File: config.mk
export PLATFORM = sky130hd
export DESIGN_NAME = crc32_stream
export DESIGN_NICKNAME = d
export VERILOG_FILES = /design/src/rtl/crc32_stream.sv
export SDC_FILE = /design/constraint.sdc
export NUM_CORES = 1
export LEC_CHECK = 0
export ABC_AREA = 1
export ABC_CLOCK_PERIOD_IN_PS = 3200
export BUFFER_PORTS_ARGS = -buffer_cell sky130_fd_sc_hd__buf_2
export CORE_MARGIN = 5
export CORE_UTILIZATION = 61
export CTS_CLUSTER_SIZE = 10
export DETAILED_ROUTE_END_ITERATION = 16
export HOLD_SLACK_MARGIN = 0.05
export PLACE_DENSITY = 0.86
export SLEW_MARGIN = 30
export SYNTH_ARGS = -nofsm -noshare
export SYNTH_HDL_FRONTEND = slang
export SYNTH_SLANG_ARGS = --single-unit
export TNS_END_PERCENT = 100
File: constraint.sdc
create_clock -name clk -period 3.2 [get_ports clk]
set_input_delay 0.64 -clock clk [delete_from_list [all_inputs] [get_ports clk]]
set_output_delay 0.64 -clock clk [all_outputs]
set_load 0.02 [all_outputs]
File: src/rtl/crc32_stream.sv
// Streaming CRC-32 (zlib/PNG) engine: accepts one word at a time, folds up to
// BPC bytes per cycle, MSB byte first, and pulses val_o/done_o per word/message.
module crc32_stream #(
  parameter int          DATA_WD = 32,
  parameter int          BPC     = 1,
  parameter logic [31:0] INIT    = 32'hFFFF_FFFF,
  parameter logic [31:0] XOR_OUT = 32'hFFFF_FFFF
) (
  input  logic                          clk,
  input  logic                          rst,
  input  logic                          start_i,
  input  logic                          val_i,
  output logic                          rdy_o,
  input  logic [DATA_WD-1:0]            dat_i,
  input  logic                          lst_i,
  input  logic [$clog2(DATA_WD/8):0]    nbyte_i,
  output logic                          val_o,
  output logic                          done_o,
  output logic [31:0]                   dat_o
);

  localparam int          NB    = DATA_WD / 8;
  localparam int          CW    = $clog2(NB) + 1;
  localparam logic [CW-1:0] NB_C  = CW'(NB);
  localparam logic [CW-1:0] BPC_C = CW'(BPC);
  localparam logic [31:0] POLY  = 32'hEDB8_8320;

  typedef enum logic [1:0] {IDLE, ACTV, PROC} state_t;

  state_t             state_r, state_nx;
  logic [31:0]        crc_r, crc_nx;
  logic [DATA_WD-1:0] word_r, word_nx;
  logic               lst_r;
  logic [CW-1:0]      rem_r, take, nb_clamp;
  logic               fin;

  function automatic logic [31:0] crc_byte(input logic [31:0] c, input logic [7:0] b);
    logic [31:0] r;
    r = c ^ {24'h0, b};
    for (int i = 0; i < 8; i++) r = r[0] ? ((r >> 1) ^ POLY) : (r >> 1);
    return r;
  endfunction

  assign rdy_o = (state_r == ACTV);
  assign dat_o = crc_r ^ XOR_OUT;

  // The byte currently due is always kept at the top of word_r, so each PROC
  // cycle folds from the top and shifts the consumed bytes out.
  always_comb begin
    // NOTE: every signal driven here gets a default first so no latch is inferred.
    take     = (rem_r < BPC_C) ? rem_r : BPC_C;
    fin      = (state_r == PROC) && (rem_r <= BPC_C);
    nb_clamp = (nbyte_i == '0 || nbyte_i > NB_C) ? NB_C : nbyte_i;
    crc_nx   = crc_r;
    word_nx  = word_r;
    for (int i = 0; i < BPC; i++) begin
      if (i < int'(take)) begin
        crc_nx  = crc_byte(crc_nx, word_nx[DATA_WD-1 -: 8]);
        word_nx = word_nx << 8;
      end
    end
  end

  always_comb begin
    state_nx = state_r;
    case (state_r)
      IDLE:    if (start_i) state_nx = ACTV;
      ACTV:    if (val_i)   state_nx = PROC;
      PROC:    if (fin)     state_nx = lst_r ? IDLE : ACTV;
      default: state_nx = IDLE;
    endcase
  end

  always_ff @(posedge clk) begin
    // NOTE: sequential state uses non-blocking assignments only.
    if (rst) state_r <= IDLE;
    else     state_r <= state_nx;
  end

  always_ff @(posedge clk) begin
    if (rst) begin
      crc_r  <= '0;
      rem_r  <= '0;
      val_o  <= 1'b0;
      done_o <= 1'b0;
    end else begin
      val_o  <= fin;
      done_o <= fin & lst_r;
      case (state_r)
        IDLE: if (start_i) crc_r <= INIT;
        ACTV: if (val_i)   rem_r <= lst_i ? nb_clamp : NB_C;
        PROC: begin
          crc_r <= crc_nx;
          rem_r <= rem_r - take;
        end
        default: ;
      endcase
    end
  end

  // NOTE: the captured word is pure datapath; it is always written before use,
  // so it carries no reset.
  always_ff @(posedge clk) begin
    if (state_r == ACTV && val_i) begin
      word_r <= dat_i;
      lst_r  <= lst_i;
    end else if (state_r == PROC) begin
      word_r <= word_nx;
    end
  end

endmodule

; ---- Word-level counts from Yosys, hierarchy flattened
; Cells that the tools add are included.
; W data, S select, Z words.
[word_totals]
ff_bits = 72
latch_bits = 0
ram_bits = 0
mem_bits_ro = 0
inputBits = 40
n_memories = 0
[classes]
add_sub_neg = 1
n_mul = 0
div_mod_pow = 0
order_cmp = 4
eq_ne = 6
n_shift = 0
muxes = 24
n_bitwise = 11
n_reduce_logical = 13
[op_table]
columns = op, n
row1 = $mux W32, 13
row2 = $not A13 Y14, 8
row3 = $pmux W32 S2, 1
row4 = $not A32 Y32, 1
row5 = $xor A32 B8 Y32, 1
row6 = $mux W3, 4
row7 = $reduce_bool A2 Y1, 4
row8 = $mux W2, 3
row9 = $ne A2 B2 Y1 const B, 3
row10 = $pmux W2 S3, 1
row11 = $pmux W3 S2, 1
row12 = $reduce_and A3 Y1, 2
row13 = $reduce_and A2 Y1, 2
row14 = $gt A3 B3 Y1 const B, 1
row15 = $le A3 B1 Y1 const B, 1
row16 = $logic_not A3 Y1, 1
row17 = $lt A1 B3 Y1 const A, 1
row18 = $lt A3 B1 Y1 const B, 1
row19 = $sub A3 B3 Y3, 1
row20 = $eq A2 B1 Y1 const B, 1
row21 = $eq A2 B2 Y1 const B, 1
row22 = $logic_and A1 B1 Y1, 2
row23 = $logic_not A2 Y1, 1
row24 = $ne A2 B1 Y1 const B, 1
row25 = other kinds (3), 3

; ---- Depth between registers and ports, before layout
; Gate-level depths: netlist of the first run.
[depth]
depth_word = 19
mapped_depth = 13

; ---- Worst setup path before layout of the first run
; Ideal clock, no wire load.
[synth_path]
kind = input port to flip-flop
from = input port val_i
to = register word_r[0], enable pin
setup_ns = 0.389
arrival_time_ns = 1.904
required_ns = 2.811
setup_slack_ns = 0.907
cell_stages = 5
path_buffers = 1
path_cell_list = inv_1 > nor2_4 > inv_2 > buf_1 > nand2_1
[synth_via]
elab_chain_cells = 3
elab_cells_between_ends = 4
[synth_rtl]
columns = item, line_no
row1 = from (decl), 12  ; input logic val_i,
row2 = $logic_and A1 B1 Y1 *, 104  ; if (state_r == ACTV && val_i) begin
row3 = $reduce_bool A2 Y1 (no source line), -
row4 = $reduce_and A2 Y1 (no source line) *, -
row5 = to (signal assigned), 105  ; word_r <= dat_i;
row6 = to (signal assigned), 108  ; word_r <= word_nx;
row7 = to (decl), 32  ; logic [DATA_WD-1:0] word_r, word_nx;
; Mark *: on every way between the ends. The rest lies on a longest branch, timed or not.
; A chain may end at the register's enable or synchronous reset.

; ---- Worst setup path in the final report of the first run
[layout_path]
from = register rem_r[1]
to = register crc_r[22]
[layout_via]
elab_chain_cells = 5
[layout_rtl]
columns = item, line_no
row1 = from (decl), 34  ; logic [CW-1:0] rem_r, take, nb_clamp;
row2 = from (signal assigned), 91  ; ACTV: if (val_i) rem_r <= lst_i ? nb_clamp : NB_C;
row3 = from (signal assigned), 94  ; rem_r <= rem_r - take;
row4 = $lt A3 B1 Y1, 51  ; take = (rem_r < BPC_C) ? rem_r : BPC_C;
row5 = $mux W3 *, 51
row6 = $lt A1 B3 Y1 *, 57  ; if (i < int'(take)) begin
row7 = $ne A2 B1 Y1 (no source line) *, -
row8 = $reduce_and A3 Y1 (no source line) *, -
row9 = to (signal assigned), 93  ; crc_r <= crc_nx;
row10 = to (decl), 31  ; logic [31:0] crc_r, crc_nx;
; Marks and branches as above.

==> results of run 1 <==
-- per-stage QoR --
step,area (um^2),power [uW],utilization [%],cells
2_1_floorplan,4250,1660,-,582
3_3_place_gp,4660,1820,68.6,739
3_5_place_dp,4660,1850,68.6,739
4_1_cts,4860,2590,71.5,755
5_1_grt,4860,2740,71.5,755
6_report,4860,2610,71.5,755
-- cells by family after synthesis --
kind of cell	count (synthesis)	synth area share, %
AO/OA/AOI/OAI	66	9.21
XOR/XNOR	21	4.50
adder cells (fa/ha/maj)	3	0.883
buffers and inverters	114	11.2
flip-flops	72	41.7
AND/OR/NAND/NOR	306	32.6
-- Yosys cell counts, drive strengths merged, types with 3 or more instances --
cell type	n	share of area [%]
a21oi	20	2.4
a221oi	4	0.82
buf	7	1.1
clkbuf	7	0.85
dfxtp	39	18
edfxtp	33	23
ha	3	0.88
inv	99	8.8
nand2	240	25
nand3	36	4.4
nand3b	3	0.53
nor2	19	2.0
o211ai	7	1.2
o21ai	26	3.1
o221ai	3	0.62
or2	3	0.44
xnor2	5	1.0
xor2	16	3.5
-- state kept, by name (all words and copies together) (netlist names) --
name / flops
state_r: 2
crc_r: 32
val_o: 1
rem_r: 3
done_o: 1
lst_r: 1
word_r: 32
-- layout make-up --
class                           instances  area, um^2  share of cell area [%]
Timing Repair Buffer                   76         385                    7.93
Clock buffer                            9         124                    2.55
Inverter                               99         374                    7.70
Multi-Input combinational cell        396        2010                    41.3
Clock inverter                          7        76.3                    1.57
Sequential cell                        72        1770                    36.5
Tap cell                               96         120                    2.47
-- per-layer routing --
layer  GRT usage [%]  vias up  wire (um)
met3            4.42       29        845
li1                -     1963          -
met2            42.9      187       5130
met5               0        -          0
met1            31.4     1794       4370
met4            12.3        0        317
-- worst max-delay path, delay by kind of cell, from the launching register on --
family,cells,cell delay [ns]
flops,1,0.30
compound gates,1,0.52
buf+inv,3,0.57
simple gates,4,0.88
-- power by group through the flow --
| stage | registers (uW) | logic (uW) | clock network [uW] |
|---|---|---|---|
| after floorplan | 1110 | 557 | 0 |
| after global placement | 1110 | 708 | 0 |
| after detailed placement | 1120 | 732 | 0 |
| after CTS | 1100 | 739 | 753 |
| after global routing | 1110 | 828 | 805 |
| final | 1100 | 749 | 758 |
-- how the worst max path moves through the flow --
stage / slack (ns) / startpoint / cells past startpoint / to
after floorplan: 0.91 / val_i / 5 / word_r[0]
after global placement: 1.06 / rem_r[1] / 8 / crc_r[22]
after detailed placement: 0.88 / rem_r[1] / 8 / crc_r[22]
after CTS: 0.85 / rem_r[1] / 8 / crc_r[22]
after global routing: 0.61 / rem_r[1] / 8 / crc_r[22]
final: 0.82 / rem_r[1] / 8 / crc_r[22]
==> results_dict.tcl, run 1 <==
set metrics [dict create \
    die_h_um 93.5 \
    p_clk_share_pct 29.1 \
    cts_sinks 72 \
    syn_inst 582 \
    cts_hold_buf 0 \
    initial_core_util_pct 62.6 \
    worst_slew_pin_slew_ns 0.954 \
    rr_startpoint "rem_r[1]" \
    grt_max_degree 38 \
    fin_crit_ns 2.38 \
    p_leak_uw 0.00250 \
    routed_wl_um 10700 \
    cts_made_buffers 9 \
    synth-async-reset-ratio_pct 0 \
    end_kind "register" \
    rsz0062_at_grt "no" \
    viasPerCell 5.26 \
    fin_ws_ns 0.819 \
    status "completed" \
    die_area_um2 8740 \
    cts_setup_buffers 0 \
    p_sw_uw 952 \
    vias 3973 \
    maxSlewViolCount 0 \
    num_antenna_cells 0 \
    gp_congestion 0.944 \
    dr.pass1.iters 5 \
    grt_pass1_wl_um 17600 \
    grt_pass1_vias 3858 \
    path_cells "inv_1 -> nand2_1 -> o21ai_2 -> nand2_2 -> inv_1 -> nand2_1 -> nand3_1 -> inv_1" \
    synth_nets 625 \
    min_from "lst_i" \
    wire_per_inst_um 14.1 \
    ios 75 \
    postRouteAntennaNets 0 \
    cts_tree "done" \
    core_um2 6790 \
    cp_common_cell "inv_1" \
    drv_cap 0 \
    nets 697 \
    holdPathStages 1 \
    gr-total-overflow 0 \
    synth_top_flop_cell "dfxtp_1" \
    netlist_area_um2 4250 \
    ys_ff_latch 72 \
    clk_pin_slew_ns 0.08 \
    cellPowerDensity_nw_per_um2 537 \
    hold_end "lst_r" \
    grtUsageTotal_pct 25.5 \
    post_cts_resized 0 \
    tns_ns 0 \
    fp-row-count 30 \
    dp_hpwl_um 7680 \
    drtIter0Drc 397 \
    r2r_setup_slack_ns 0.82 \
    htreeDepth 3 \
    fin_skew_ns 0.0108 \
    timing.hold.worst.class "input pin to register" \
    cp.arrival_ns 2.63 \
    seqPwrFrac_pct 42.2 \
    max_stage_delay_ns 0.52 \
    antenna_found_initial 0 \
    route.detailed.drc 0 \
    synth.distinct_cells 41 \
    power_frac_comb_pct 28.7 \
    dieWidth_um 93.5 \
    peakVddDrop_mv 0.386 \
    nFillCells 534 \
    cts_root_buffer "clkbuf_8" \
    holdWs_ns 0.517 \
    finalHoldViolCount 0 \
    preCtsSetupSlack_ns 0.883 \
    io_buffers 74 \
    yosysSeqAreaShare_pct 41.7 \
    drive_gt1_share_pct 22.5 \
    fmax_ghz 0.420 \
    p_int_uw 1660 \
    cp-start-kind "register" \
    clk-insertion-delay-late_ns 0.36 \
    synthToLayoutAreaGrowth_pct 14.2 \
    rr_worst_depth 8 \
    critPathRequiredTime_ns 3.45 \
    r2r-end "crc_r[22]" \
    slew_headroom_pct 36.3 \
    crit_slowest_cell "o21ai_2" \
    synth_edf_count 33 \
    swShare_pct 36.5 \
    final_common_cell "nand2_1" \
    mostFrequentLayoutCells "nand2_1 (205), inv_1 (83), buf_2 (74)" \
    setup_violations 0 \
    worst-setup-path-type "register to register" \
    avgSynthCellArea_um2 7.31 \
    path_max_fanout 32 \
    min_period_over_period_pct 74.4 \
    yosysWarnings 0 \
    clockBufferDepth 2 \
]
Note: power is estimated with default switching activity, not from simulation.
==> run 2: changes to the inputs <==
--- a/config.mk
+++ b/config.mk
@@ -5,15 +5,15 @@
 export SDC_FILE = /design/constraint.sdc
 export NUM_CORES = 1
 export LEC_CHECK = 0
-export ABC_AREA = 1
-export ABC_CLOCK_PERIOD_IN_PS = 3200
+export ABC_AREA = 0
+export ABC_CLOCK_PERIOD_IN_PS = 2400
 export BUFFER_PORTS_ARGS = -buffer_cell sky130_fd_sc_hd__buf_2
 export CORE_MARGIN = 5
-export CORE_UTILIZATION = 61
+export CORE_UTILIZATION = 55
 export CTS_CLUSTER_SIZE = 10
 export DETAILED_ROUTE_END_ITERATION = 16
 export HOLD_SLACK_MARGIN = 0.05
-export PLACE_DENSITY = 0.86
+export PLACE_DENSITY = 0.8
 export SLEW_MARGIN = 30
 export SYNTH_ARGS = -nofsm -noshare
 export SYNTH_HDL_FRONTEND = slang
==> constraint.sdc (replaced) <==
create_clock -name clk -period 2.4 [get_ports clk]
set_input_delay 0.48 -clock clk [delete_from_list [all_inputs] [get_ports clk]]
set_output_delay 0.48 -clock clk [all_outputs]
set_load 0.02 [all_outputs]
==> results_dict.tcl, run 2 <==
set metrics [dict create \
    status "completed" \
    yosysSeqAreaShare_pct 47.9 \
    grt_use_met2_pct 33.9 \
    mostFrequentLayoutCells "nand2_1 (76), buf_2 (74), xnor2_1 (44)" \
    routed_wl_um 7850 \
    ios 75 \
    ys_ff_latch 72 \
    cp-start-kind "register" \
    path_max_fanout 7 \
    cts_made_buffers 9 \
    grtUsageTotal_pct 19.8 \
    yosysWarnings 0 \
    initial_core_util_pct 57.2 \
    reg_top3 "crc_r: 32 flops, word_r: 32 flops, rem_r: 3 flops" \
    dp_cells 517 \
    slew_headroom_pct 57.7 \
    grt_use_met3_pct 3.36 \
    yosys-top-cells-count "nand2_1 (77), xnor2_1 (44), dfxtp_1 (39)" \
    critPathRequiredTime_ns 2.63 \
    synth_top_flop_cell "dfxtp_1" \
    preCtsSetupSlack_ns 0.386 \
    clk_pin_slew_ns 0.08 \
    fin_skew_ns 0.00964 \
    cellPowerDensity_nw_per_um2 838 \
    peakVddDrop_mv 0.438 \
    vias 2720 \
    clk-insertion-delay-late_ns 0.34 \
    rsz0062_at_grt "no" \
    worst_slew_pin_slew_ns 0.630 \
    maxSlewViolCount 0 \
    tns_ns 0 \
    seqPwrFrac_pct 39.8 \
    dr.pass1.iters 4 \
    end_kind "register" \
    syn_inst 375 \
    clockBufferDepth 2 \
    viasPerCell 5.10 \
    nets 494 \
    postRouteAntennaNets 0 \
    p_sw_uw 1230 \
    cts_setup_buffers 0 \
    synth_edf_count 33 \
    wire_per_inst_um 14.7 \
    cts_hold_buf 0 \
    drv_cap 0 \
    p_leak_uw 0.00188 \
    cp.arrival_ns 2.24 \
    post_cts_resized 0 \
    cts_sinks 72 \
    synth_nets 418 \
    timing.hold.worst.class "input pin to register" \
    cts_root_buffer "clkbuf_8" \
    worst-setup-path-type "register to register" \
    die_h_um 92.0 \
    route.detailed.drc 0 \
    swShare_pct 33.3 \
    drtIter0Drc 140 \
    grt_max_degree 34 \
    cts_tree "done" \
    dp_hpwl_um 5780 \
    avgSynthCellArea_um2 9.86 \
    power_frac_comb_pct 34.4 \
    htreeDepth 3 \
    grt_pass1_wl_um 13200 \
    drive_gt1_share_pct 25.4 \
    synth.distinct_cells 32 \
    yosysMostFrequentCell "nand2_1" \
    setup_violations 0 \
    fmax_ghz 0.498 \
    p_int_uw 2460 \
    grt_pass1_vias 2789 \
    synth_area_leaders "edfxtp_1 (27%), dfxtp_1 (21%), xnor2_1 (10%), nand2_1 (7.8%), a211oi_1 (5.1%)" \
    fin_crit_ns 2.01 \
    final_common_cell "nand2_1" \
    gr-total-overflow 0 \
    core_um2 6460 \
    gp_congestion 0.872 \
    synthToLayoutAreaGrowth_pct 18.9 \
    p_clk_share_pct 25.8 \
    synth_top_area_cell "edfxtp_1" \
    antenna_found_initial 0 \
    fin_ws_ns 0.390 \
    num_antenna_cells 0 \
    fp-row-count 29 \
    grt_use_met1_pct 24.7 \
    io_buffers 74 \
    netlist_area_um2 3700 \
    synth.top_cell.area_share_pct 26.8 \
    dieWidth_um 92.0 \
    finalHoldViolCount 0 \
    final_cells 533 \
    synth-async-reset-ratio_pct 0 \
    die_area_um2 8460 \
    top_usage_layer "met2" \
    min_period_over_period_pct 83.7 \
]
run 2: cell count changes in the layout (fill, tap and decap cells not counted), sizes merged, moves of 14 or more:
cell | before | now
a211oi | 1 | 26
a21oi | 20 | 6
inv | 103 | 37
nand2 | 240 | 77
nand3 | 36 | 1
nor2 | 19 | 38
o21ai | 26 | 3
xnor2 | 5 | 52
run 2: logic make-up (layout without fill, tap and decap cells):
kind of cell	count (synthesis)	count (layout)	share of synthesized area [%]
adders and majority gates	3	3	1.02
and+or+nand+nor	137	137	15.3
buffers and inverters	53	134	5.38
DFF	72	72	47.9
xor gates and xnor gates	66	66	22.1
AOI/OAI and AO/OA	44	44	8.33
run 2: metrics by stage:
stage          hold slack, ns  instance area [um^2]  power, uW  util (%)
2_1_floorplan           0.449                  3700       2460         -
3_3_place_gp            0.488                  4200       2710      65.0
3_5_place_dp            0.492                  4200       2750      65.0
4_1_cts                 0.334                  4400       3710      68.1
5_1_grt                 0.337                  4400       3890      68.1
6_report                0.348                  4400       3680      68.1
run 2: critical path: stages, from the launching register on:
cell and delay [ns]:
edfxtp_1 0.45, xnor2_4 0.41, xor2_4 0.34, xnor2_1 0.23
xnor2_1 0.15, a211oi_1 0.32
run 2: layout make-up:
cell class | instances | area [um^2]
well taps | 77 | 96.3
repair buffers | 82 | 455
flip-flops and latches | 72 | 1770
fillers | 524 | 2060
clock buffers | 9 | 124
clock inverters | 7 | 71.3
inverters | 36 | 135
multi-input cells | 250 | 1740
run 2: final timing paths:
path	slack, ns	start	endpoint	cells after the start
worst max-delay path	0.39	word_r[24]	crc_r[25]	5
worst min-delay path	0.35	lst_i	lst_r	1
worst max register to register	0.39	word_r[24]	crc_r[25]	5
worst min register to register	0.50	crc_r[20]	crc_r[20]	2
run 2: routing by layer:
metal / share of wire, % / up-vias
met2: 52 / 89
met4: 1.7 / 0
li1: - / 1368
met3: 5.8 / 11
met1: 41 / 1252
met5: 0 / -
run 2: power groups by stage:
stage	Clock, uW	Combinational, uW	Sequential (uW)
3_3_place_gp	0	1230	1490
4_1_cts	965	1280	1460
3_5_place_dp	0	1260	1490
2_1_floorplan	0	985	1470
5_1_grt	1040	1370	1480
6_report	951	1270	1460
==> run 3: changes to the inputs <==
--- a/config.mk
+++ b/config.mk
@@ -5,15 +5,15 @@
 export SDC_FILE = /design/constraint.sdc
 export NUM_CORES = 1
 export LEC_CHECK = 0
-export ABC_AREA = 0
-export ABC_CLOCK_PERIOD_IN_PS = 2400
+export ABC_AREA = 1
+export ABC_CLOCK_PERIOD_IN_PS = 1650
 export BUFFER_PORTS_ARGS = -buffer_cell sky130_fd_sc_hd__buf_2
 export CORE_MARGIN = 5
-export CORE_UTILIZATION = 55
+export CORE_UTILIZATION = 51
 export CTS_CLUSTER_SIZE = 10
 export DETAILED_ROUTE_END_ITERATION = 16
 export HOLD_SLACK_MARGIN = 0.05
-export PLACE_DENSITY = 0.8
+export PLACE_DENSITY = 0.77
 export SLEW_MARGIN = 30
 export SYNTH_ARGS = -nofsm -noshare
 export SYNTH_HDL_FRONTEND = slang
==> constraint.sdc (replaced) <==
create_clock -name clk -period 1.65 [get_ports clk]
set_input_delay 0.33 -clock clk [delete_from_list [all_inputs] [get_ports clk]]
set_output_delay 0.33 -clock clk [all_outputs]
set_load 0.02 [all_outputs]
==> results_dict.tcl, run 3 (synthesis gave the netlist of run 1 again) <==
set metrics [dict create \
    status "completed" \
    cts_hold_buf 0 \
    maxSlewViolCount 0 \
    nets 722 \
    gr-total-overflow 0 \
    grtUsageTotal_pct 21.6 \
    drtIter0Drc 214 \
    fin_crit_ns 1.60 \
    drv_cap 0 \
    cts_sinks 72 \
    worst_slew_pin_slew_ns 0.435 \
    htreeDepth 3 \
    cp-start-kind "register" \
    clk_pin_slew_ns 0.09 \
    core_um2 8180 \
    viasPerCell 5.09 \
    cts_tree "done" \
    clockBufferDepth 2 \
    wire_per_inst_um 14.2 \
    setup_violations 0 \
    min_period_over_period_pct 97.1 \
    route.detailed.drc 0 \
    routed_wl_um 11200 \
    dieWidth_um 101 \
    rsz0062_at_grt "yes" \
    path_max_fanout 5 \
    slew_headroom_pct 71.0 \
    worst-setup-path-type "register to register" \
    p_leak_uw 0.00266 \
    cp_common_cell "nand2_1" \
    fin_skew_ns 0.0121 \
    cp.arrival_ns 1.85 \
    reg_top3 "crc_r: 32 flops, word_r: 32 flops, rem_r: 3 flops" \
    gp_congestion 0.892 \
    num_antenna_cells 0 \
    final_common_cell "nand2_1" \
    clk-insertion-delay-late_ns 0.35 \
    path_cells "inv_2 -> nand2_1 -> nand2_4 -> nand2_1 -> nand2_1 -> nand2_1 -> nand2_1 -> nand2_1 -> nand2_1 -> nand2_1 -> nand2_1 -> a21oi_1" \
    max_stage_delay_ns 0.49 \
    r2r_setup_slack_ns 0.05 \
    cts_made_buffers 9 \
    io_buffers 74 \
    grt_pass1_wl_um 17600 \
    mostFrequentLayoutCells "nand2_1 (193), inv_1 (82), buf_2 (74)" \
    ios 75 \
    grt_max_degree 33 \
    crit_slowest_cell "edfxtp_1" \
    timing.hold.worst.class "input pin to register" \
    initial_core_util_pct 52.0 \
    fp-row-count 33 \
    fmax_ghz 0.624 \
    antenna_found_initial 0 \
    fin_area_um2 5170 \
    die_h_um 101 \
    dr.pass1.iters 5 \
    placed_cell_area_um2 4800 \
    grt_pass1_vias 3768 \
    dp_hpwl_um 8050 \
    critPathRequiredTime_ns 1.89 \
    drive_gt1_share_pct 27.9 \
    vias 4019 \
    cts_root_buffer "clkbuf_8" \
    fin_util_pct 63.2 \
    cellPowerDensity_nw_per_um2 993 \
    finalHoldViolCount 0 \
    die_area_um2 10300 \
    finalPower_uw 5130 \
    synthToLayoutAreaGrowth_pct 21.5 \
    end_kind "register" \
    postRouteAntennaNets 0 \
    peakVddDrop_mv 0.555 \
]
==> run 3: cell count changes in the layout (fill, tap and decap cells not counted), sizes merged, moves of 18 or more <==
cell | before | now
a211oi | 26 | 1
nor2 | 38 | 19
o21ai | 3 | 26
inv | 37 | 103
xnor2 | 52 | 5
buf | 82 | 100
nand3 | 1 | 36
nand2 | 77 | 241
==> run 3: metal layers <==
layer,vias to the layer above,routed length (um),global-route usage [%]
li1,2012,-,-
met1,1794,4700,28.0
met2,188,5260,36.0
met3,25,927,5.23
met4,0,297,6.34
met5,-,0,0
==> run 3: final cells by class <==
class                      count  area (um^2)
fill                         720         3010
multi-input combinational    397         2110
sequential                    72         1770
timing repair buffer         100          591
inverter                      99          374
tap                          105          131
clock buffer                   9          124
clock inverter                 7         62.6
==> run 3: through the flow <==
stage	setup slack, ns	instances	setup TNS (ns)	hold slack (ns)
global route	-0.0609	789	-0.158	0.196
finish	0.0474	789	0	0.210
floorplan	0.0163	582	0	0.429
CTS	0.0232	779	0	0.200
global placement	0.0895	763	0	0.473
detailed placement	0.0372	763	0	0.487
==> run 3: power breakdown <==
part / switching, uW / internal (uW) / total [uW] / leakage [uW]
sequential: 99.3 / 2030 / 2130 / 0.000630
clock: 778 / 578 / 1360 / 0.0000927
combinational: 1070 / 582 / 1650 / 0.00194
total: 1940 / 3190 / 5130 / 0.00266
==> run 3: worst paths after layout <==
path / startpoint / endpoint / cells after the start
worst max-delay path: word_r[29] / crc_r[21] / 12
worst max register to register: word_r[29] / crc_r[21] / 12
worst min register to register: rem_r[2] / rem_r[2] / 2
worst min-delay path: lst_i / lst_r / 1
==> run 3: repair_timing <==
action                                  in CTS  in global routing
endpoints found under the setup margin       0                 19
buffers inserted                             0                  9
gates resized for setup                      0                 24
==> run 3: worst max-delay path, delay by kind of cell, from the launching register on <==
| family | cells | cell delay, ns |
|---|---|---|
| AO/OA/AOI/OAI | 1 | 0.05 |
| buffers and inverters | 1 | 0.10 |
| flip-flops | 1 | 0.49 |
| AND/OR/NAND/NOR | 10 | 0.86 |
